## src/rtl/chip8_pkg.sv

```systemverilog
// Shared CHIP-8 core definitions: address/opcode widths, program base and fetch FSM states.
package chip8_pkg;

  localparam int unsigned ADDR_W = 12;
  localparam int unsigned OP_W   = 16;

  localparam logic [ADDR_W-1:0] PROG_BASE = 12'h200;

  typedef enum logic [2:0] {
    StIdle,
    StHi,
    StLo,
    StCap,
    StValid,
    StFault
  } fetch_state_e;

  // Address arithmetic wraps at the 4 KiB boundary by construction.
  function automatic logic [ADDR_W-1:0] addr_add(input logic [ADDR_W-1:0] a,
                                                 input logic [ADDR_W-1:0] n);
    return a + n;
  endfunction

endpackage

```

## src/rtl/chip8_pc_next.sv

```systemverilog
// Combinational next-PC mux: load beats skip beats step, all with 12-bit wrap.
module chip8_pc_next
  import chip8_pkg::*;
(
  input  logic [ADDR_W-1:0] pc,
  input  logic              load,
  input  logic [ADDR_W-1:0] load_addr,
  input  logic              skip,
  output logic [ADDR_W-1:0] pc_next
);

  always_comb begin
    if (load) begin
      pc_next = load_addr;
    end else if (skip) begin
      pc_next = addr_add(pc, ADDR_W'(4));
    end else begin
      pc_next = addr_add(pc, ADDR_W'(2));
    end
  end

endmodule

```

## src/rtl/chip8_fetch.sv

```systemverilog
// CHIP-8 instruction fetch: byte-wise reads from registered-read memory into 16-bit opcodes.
// Optional odd-target fault detection is enabled by defining CHIP8_FETCH_ALIGN_CHECK_EN.
module chip8_fetch
  import chip8_pkg::*;
#(
  parameter logic [ADDR_W-1:0] RESET_PC = PROG_BASE
) (
  input  logic              clk,
  input  logic              rst,
  input  logic              fetch_en,
  output logic [ADDR_W-1:0] mem_addr,
  input  logic [7:0]        mem_data,
  output logic              op_valid,
  input  logic              op_ready,
  output logic [OP_W-1:0]   opcode,
  output logic [ADDR_W-1:0] op_pc,
  input  logic              pc_load,
  input  logic [ADDR_W-1:0] pc_load_addr,
  input  logic              pc_skip,
  output logic              fault
);

  fetch_state_e      state_q;
  logic [ADDR_W-1:0] pc_q;
  logic [ADDR_W-1:0] op_pc_q;
  logic [7:0]        hi_q;
  logic [OP_W-1:0]   opcode_q;
  logic              op_valid_q;

  logic              accept;
  logic              load_bad;
  logic [ADDR_W-1:0] pc_accept;

  assign accept = op_valid_q & op_ready;

  chip8_pc_next u_pc_next (
    .pc        (pc_q),
    .load      (pc_load),
    .load_addr (pc_load_addr),
    .skip      (pc_skip),
    .pc_next   (pc_accept)
  );

`ifdef CHIP8_FETCH_ALIGN_CHECK_EN
  logic fault_q;

  assign load_bad = pc_load & pc_load_addr[0];

  always_ff @(posedge clk) begin
    if (rst) begin
      fault_q <= 1'b0;
    end else if (load_bad && state_q != StFault) begin
      fault_q <= 1'b1;
    end
  end

  assign fault = fault_q;
`else
  assign load_bad = 1'b0;
  assign fault    = 1'b0;
`endif

  // Low byte lives at pc+1 while the high byte is in flight and while it is captured.
  always_comb begin
    unique case (state_q)
      StLo, StCap: mem_addr = addr_add(pc_q, ADDR_W'(1));
      default:     mem_addr = pc_q;
    endcase
  end

  always_ff @(posedge clk) begin
    if (rst) begin
      state_q    <= StIdle;
      pc_q       <= RESET_PC;
      op_pc_q    <= RESET_PC;
      hi_q       <= 8'h00;
      opcode_q   <= '0;
      op_valid_q <= 1'b0;
    end else if (load_bad && state_q != StFault) begin
      // Misaligned redirect: freeze the PC and park until reset.
      state_q    <= StFault;
      op_valid_q <= 1'b0;
    end else if (accept) begin
      pc_q       <= pc_accept;
      op_valid_q <= 1'b0;
      state_q    <= fetch_en ? StHi : StIdle;
    end else if (pc_load && state_q != StFault) begin
      // Flush: drop any partial or held opcode and restart at the target.
      pc_q       <= pc_load_addr;
      op_valid_q <= 1'b0;
      state_q    <= fetch_en ? StHi : StIdle;
    end else begin
      case (state_q)
        StIdle: begin
          if (fetch_en) begin
            state_q <= StHi;
          end
        end
        StHi: begin
          state_q <= StLo;
        end
        StLo: begin
          hi_q    <= mem_data;
          state_q <= StCap;
        end
        StCap: begin
          opcode_q   <= {hi_q, mem_data};
          op_pc_q    <= pc_q;
          op_valid_q <= 1'b1;
          state_q    <= StValid;
        end
        StValid: begin
          state_q <= StValid;
        end
        StFault: begin
          state_q <= StFault;
        end
        default: begin
          state_q    <= StIdle;
          op_valid_q <= 1'b0;
        end
      endcase
    end
  end

  assign op_valid = op_valid_q;
  assign opcode   = opcode_q;
  assign op_pc    = op_pc_q;

endmodule

```

## config.mk

```make
export PLATFORM = sky130hd
export DESIGN_NAME = chip8_fetch
export DESIGN_NICKNAME = d
export VERILOG_FILES = /design/src/rtl/chip8_pkg.sv /design/src/rtl/chip8_pc_next.sv /design/src/rtl/chip8_fetch.sv
export SDC_FILE = /design/constraint.sdc
export NUM_CORES = 1
export LEC_CHECK = 0
export CAP_MARGIN = 10
export CORE_MARGIN = 4
export CORE_UTILIZATION = 45
export DETAILED_ROUTE_END_ITERATION = 8
export PLACE_DENSITY = 0.77
export RECOVER_POWER = 25
export SLEW_MARGIN = 20
export SYNTH_ARGS = -nofsm -noshare
export SYNTH_HDL_FRONTEND = slang
export SYNTH_HIERARCHICAL = 1
export SYNTH_SLANG_ARGS = --single-unit
```

## constraint.sdc

```tcl
create_clock -name clk -period 2.2 [get_ports clk]
set_clock_uncertainty 0.1 [all_clocks]
set_input_delay 0.66 -clock clk [delete_from_list [all_inputs] [get_ports clk]]
set_output_delay 0.66 -clock clk [all_outputs]
set_load 0.02 [all_outputs]
```

# After elaboration in Yosys (flattened, before gate mapping)
# Index checks and enable logic that the tools add are counted.
dict set report totals {
  in_bits 26
  output_inout_bits 42
  ff_bits 52
  latchBits 0
  memories 0
  mem_bits_ro 0
  elab_cells 39
  ramBits 0
}
dict set report op_classes {
  n_shift 0
  eq_ne 7
  n_mux 11
  bitwise 3
  div 0
  n_lt_le_gt_ge 0
  n_mul 0
  add_sub_neg 3
  n_reduce_logical 9
}
# op n
set op_table {}
lappend op_table {{two-way mux 12 bit} 5}
lappend op_table {{case mux 3 bit (5 select lines)} 1}
lappend op_table {{adder 12 x 1 -> 12 bit (second input constant)} 1}
lappend op_table {{adder 12 x 2 -> 12 bit (second input constant)} 1}
lappend op_table {{adder 12 x 3 -> 12 bit (second input constant)} 1}
lappend op_table {{two-way mux 3 bit} 3}
lappend op_table {{equality test 3 x 2 -> 1 bit (second input constant)} 2}
lappend op_table {{equality test 3 bit (second input constant)} 2}
lappend op_table {{AND reduction 3 bit} 2}
lappend op_table {{OR reduction 5 bit} 1}
lappend op_table {{inequality test 4 bit (second input constant)} 1}
lappend op_table {{OR reduction 2 bit} 2}
lappend op_table {{equality test 3 x 1 -> 1 bit (second input constant)} 1}
lappend op_table {{logical NOT 3 bit} 1}
lappend op_table {{inequality test 3 bit (second input constant)} 1}
lappend op_table {{OR reduction 3 bit} 1}
lappend op_table {{inverter 1 bit} 2}
lappend op_table {{case mux 1 bit (2 select lines)} 1}
lappend op_table {{nonzero test 2 bit} 1}
lappend op_table {{AND 1 bit} 1}
lappend op_table {{logical AND 1 bit} 1}
lappend op_table {{two-way mux 1 bit} 1}

# Logic depth before layout (Yosys ltp)
dict set report logic_depth {
  depth_word 5
  depth_mapped 8
}

# Cells and area by module
# Netlist, hierarchy kept.
# module area_per_inst_um2 seq_area_each_um2 cells_per_inst n_inst
set modules_own_cells {}
lappend modules_own_cells {chip8_fetch 2371.0 1041.0 284 1}
lappend modules_own_cells {chip8_pc_next 371.6 0.0 58 1}

# Worst setup path before layout
# No wires, ideal clock.
dict set report synth_path {
  kind {register to output}
  start {reg pc_q[2]}
  end {out mem_addr[9]}
  setup_slack_ns -0.150
  arrival_ns 1.590
  n_path_buf 1
  path_stages_with_launch 6
  path_cell_list {dfxtp_1 > buf_2 > nand4_1 > nor4b_1 > nand4_1 > xnor2_1}
}
dict set report synth_via {
  elab_chain_len 2
}
# element line
set synth_rtl {}
lappend synth_rtl {{start: declaration} chip8_fetch.sv:24} ;# logic [ADDR_W-1:0] pc_q;
lappend synth_rtl {{start signal: assignment} chip8_fetch.sv:84} ;# pc_q <= pc_accept;
lappend synth_rtl {{start signal: assignment} chip8_fetch.sv:89} ;# pc_q <= pc_load_addr;
lappend synth_rtl {{adder 12 x 1 -> 12 bit} chip8_pkg.sv:21} ;# return a + n;
lappend synth_rtl {{two-way mux 12 bit} chip8_fetch.sv:65} ;# unique case (state_q)
lappend synth_rtl {{end: declaration} chip8_fetch.sv:11} ;# output logic [ADDR_W-1:0] mem_addr,
# Every way passes these cells.

# Worst setup path after layout
dict set report layout_path {
  start {reg pc_q[0]}
  end {out mem_addr[8]}
}
# Same word-level chain as after synthesis.

==> impl_metrics.py <==
metrics = {
    "outcome": {
        "status": "complete, but fails checks",
        "violations": "negative setup slack",
    },
    "synthesis": {
        "synthArstFlopShare_pct": 0,
        "yosys-top-cells-count": "nand2_1 (91), dfxtp_1 (52), nand3_1 (25)",
        "yosysWarnings": 6,
        "yosysSeqAreaShare_pct": 38.0,
        "yosysTopAreaCell": "dfxtp_1",
        "ys_types": 47,
        "synthFlopType": "dfxtp_1",
        "synth_nets": 371,
        "ys_seq_elements": 52,
        "synth_cells": 342,
        "syn-cell-area_sq_um": 2740,
        "netlist.area_leader.share_pct": 38.0,
        "synth.most_common_cell": "nand2_1",
        "synth_enable_flop_cells": 0,
        "syn_avg_cell_area_sq_um": 8.02,
        "yosys-top-cells-area": "dfxtp_1 (38%), nand2_1 (12%), a21oi_2 (6.1%), nand3_1 (4.6%), a311oi_1 (3.5%)",
    },
    "clock_network": {
        "insertion_delay_ns": 0.31,
        "cts_tree": "done",
        "cts_hold_buffers": 0,
        "cts_root_buf": "clkbuf_8",
        "htreeDepth": 2,
        "clock_path_buffers": 2,
        "cts_buffers": 5,
        "cts.sinks": 52,
        "clk_pin_slew_ns": 0.09,
    },
    "global_routing": {
        "grt.overflow.total": 0,
        "grt_pass1_wl_um": 12200,
        "grt_max_degree": 29,
        "grt_antenna_before_repair": 0,
        "grt_usage_pct": 20.2,
        "grt_pass1_vias": 2697,
    },
    "timing": {
        "period_minus_slack_ns": 2.45,
        "worst_slack_ns": -0.252,
        "rsz0062_at_grt": "yes",
        "max_freq_mhz": 408,
        "min_period_over_period_pct": 111,
        "setup_violations": 10,
        "tightestPinTransition_ns": 0.523,
        "slew_headroom_pct": 64.7,
        "drv_slew": 0,
        "hold_violations": 0,
    },
    "job": {
        "maxCapViolCount": 0,
    },
    "die": {
        "core-area_sq_um": 5920,
        "initial_core_util_pct": 46.3,
        "num_rows": 28,
        "pin_count": 68,
        "die_w_um": 86.1,
        "die-area_sq_um": 7410,
        "die_h_um": 86.1,
    },
    "setup_path": {
        "endpoint_kind": "primary output",
        "criticalPathCategory": "flop to primary output",
        "required_ns": 1.44,
        "worstPathMaxFanout": 3,
        "start_kind": "flop",
        "arrival_ns": 1.69,
        "r2r_slack_ns": 0.08,
    },
    "finish": {
        "area_delta_synth_final_pct": 46.0,
        "fin_area_sq_um": 4000,
        "layout-drive-gt1-share_pct": 29.1,
        "utilization_pct": 67.6,
        "multi_input_area_sq_um": 1610,
        "nets": 481,
        "nFillCells": 511,
        "antenna_cells": 0,
        "seq_area_sq_um": 1050,
    },
    "placed_design": {
        "io_buffers": 66,
        "place_congestion": 0.866,
        "dpl.hpwl_um": 5460,
        "dp_slack_ns": -0.432,
        "dpl_cell_area_sq_um": 3810,
    },
    "power": {
        "leakagePower_uw": 0.00152,
        "seq_power_share_pct": 51.1,
        "power.density_nw_per_um2": 481,
        "netSwitchingPower_uw": 540,
        "comb_power_share_pct": 20.0,
        "cell_internal_pwr_uw": 1390,
        "ir_drop_mv": 0.332,
        "netSwitchingFraction_pct": 28.0,
        "p_clk_share_pct": 29.0,
    },
    "min_path": {
        "hold_path.class": "flop to flop",
    },
    "drt": {
        "drtIter0Drc": 149,
        "drt-total-wl_um": 7470,
        "ant_nets": 0,
        "via_per_inst": 5.34,
        "drt_first_pass_iters": 4,
        "drcViolationCount": 0,
        "vias": 2821,
        "wire_per_inst_um": 14.1,
    },
}
-- path summary, 6_finish.rpt --
kind | startpoint | to | cells after the start
worst min register to register | op_pc[6]$_SDFFE_PP0P_ | op_pc[6]$_SDFFE_PP0P_ | 2
worst max-delay path | pc_q[0]$_SDFFE_PP0P_ | mem_addr[8] | 6
worst min-delay path | op_pc[6]$_SDFFE_PP0P_ | op_pc[6]$_SDFFE_PP0P_ | 2
worst max register to register | pc_q[3]$_SDFFE_PP0P_ | pc_q[10]$_SDFFE_PP0P_ | 8
-- stage by stage --
stage,TNS [ns],hold WS (ns),instances,total power [uW]
2_1_floorplan,0,0.332,342,1180
3_3_place_gp,-9.39,0.345,511,1360
3_5_place_dp,-10.54,0.346,511,1360
4_1_cts,-1.69,0.360,525,1930
5_1_grt,-3.11,0.378,528,2010
6_report,-1.42,0.356,528,1930
-- power by group through the flow --
stage                     Sequential [uW]  Combinational (uW)  Clock [uW]
final                                 984                 385         559
after CTS                             983                 368         575
after detailed placement             1000                 359           0
after global routing                  988                 417         606
after global placement               1000                 353           0
after floorplan                      1020                 164           0
-- logic make-up after synthesis --
| group | synth area share (%) |
|---|---|
| other cells | 0.137 |
| flops | 38.0 |
| xor+xnor | 5.11 |
| buf+inv | 6.75 |
| mux | 2.05 |
| fa+ha+maj | 1.37 |
| compound gates | 18.4 |
| simple gates | 28.2 |
-- placed cells by master, fill, tap and decap left out, drive strengths merged, types with 8 or more instances in the layout --
master and instances:
nand3 25, a21oi 38, clkdlybuf4s50 50, nand2 94
nand4 10, buf 73, a311oi 11, clkbuf 8
nor2 18, o21ai 8, xnor2 10, dfxtp 52
-- state kept, by name (all words and copies together) (netlist names) --
register and cells:
op_pc 12, pc_q 12, opcode 16, state_q 3
op_valid 1, hi_q 8
-- layer usage --
| metal | vias to the layer above | part of all wire, % | global-route usage (%) |
|---|---|---|---|
| met3 | 14 | 6.5 | 3.65 |
| li1 | 1409 | - | - |
| met4 | 0 | 1.4 | 4.89 |
| met5 | - | 0 | 0 |
| met2 | 91 | 49 | 36.0 |
| met1 | 1307 | 43 | 25.1 |
-- critical path, stage by stage (launching register included) --
cell and delay, ns:
dfxtp_2 0.36, buf_4 0.11, ha_1 0.16, nand4_1 0.23, nor2_1 0.19, xor2_1 0.18, buf_4 0.16
-- layout make-up --
cell class	count	share of cell area (%)
multi-input combinational	260	40.2
timing repair buffer	129	28.6
sequential	52	26.2
tap	75	2.34
clock buffer	5	1.72
clock inverter	3	0.563
inverter	4	0.375
-- repair_timing --
action / in CTS / in global routing
setup buffers: 6 / 3
gates resized for setup: 75 / 15
endpoints found under the setup margin: 15 / 19
pin swaps: 12 / 7
No activity file was read; power rests on OpenSTA's default activity.
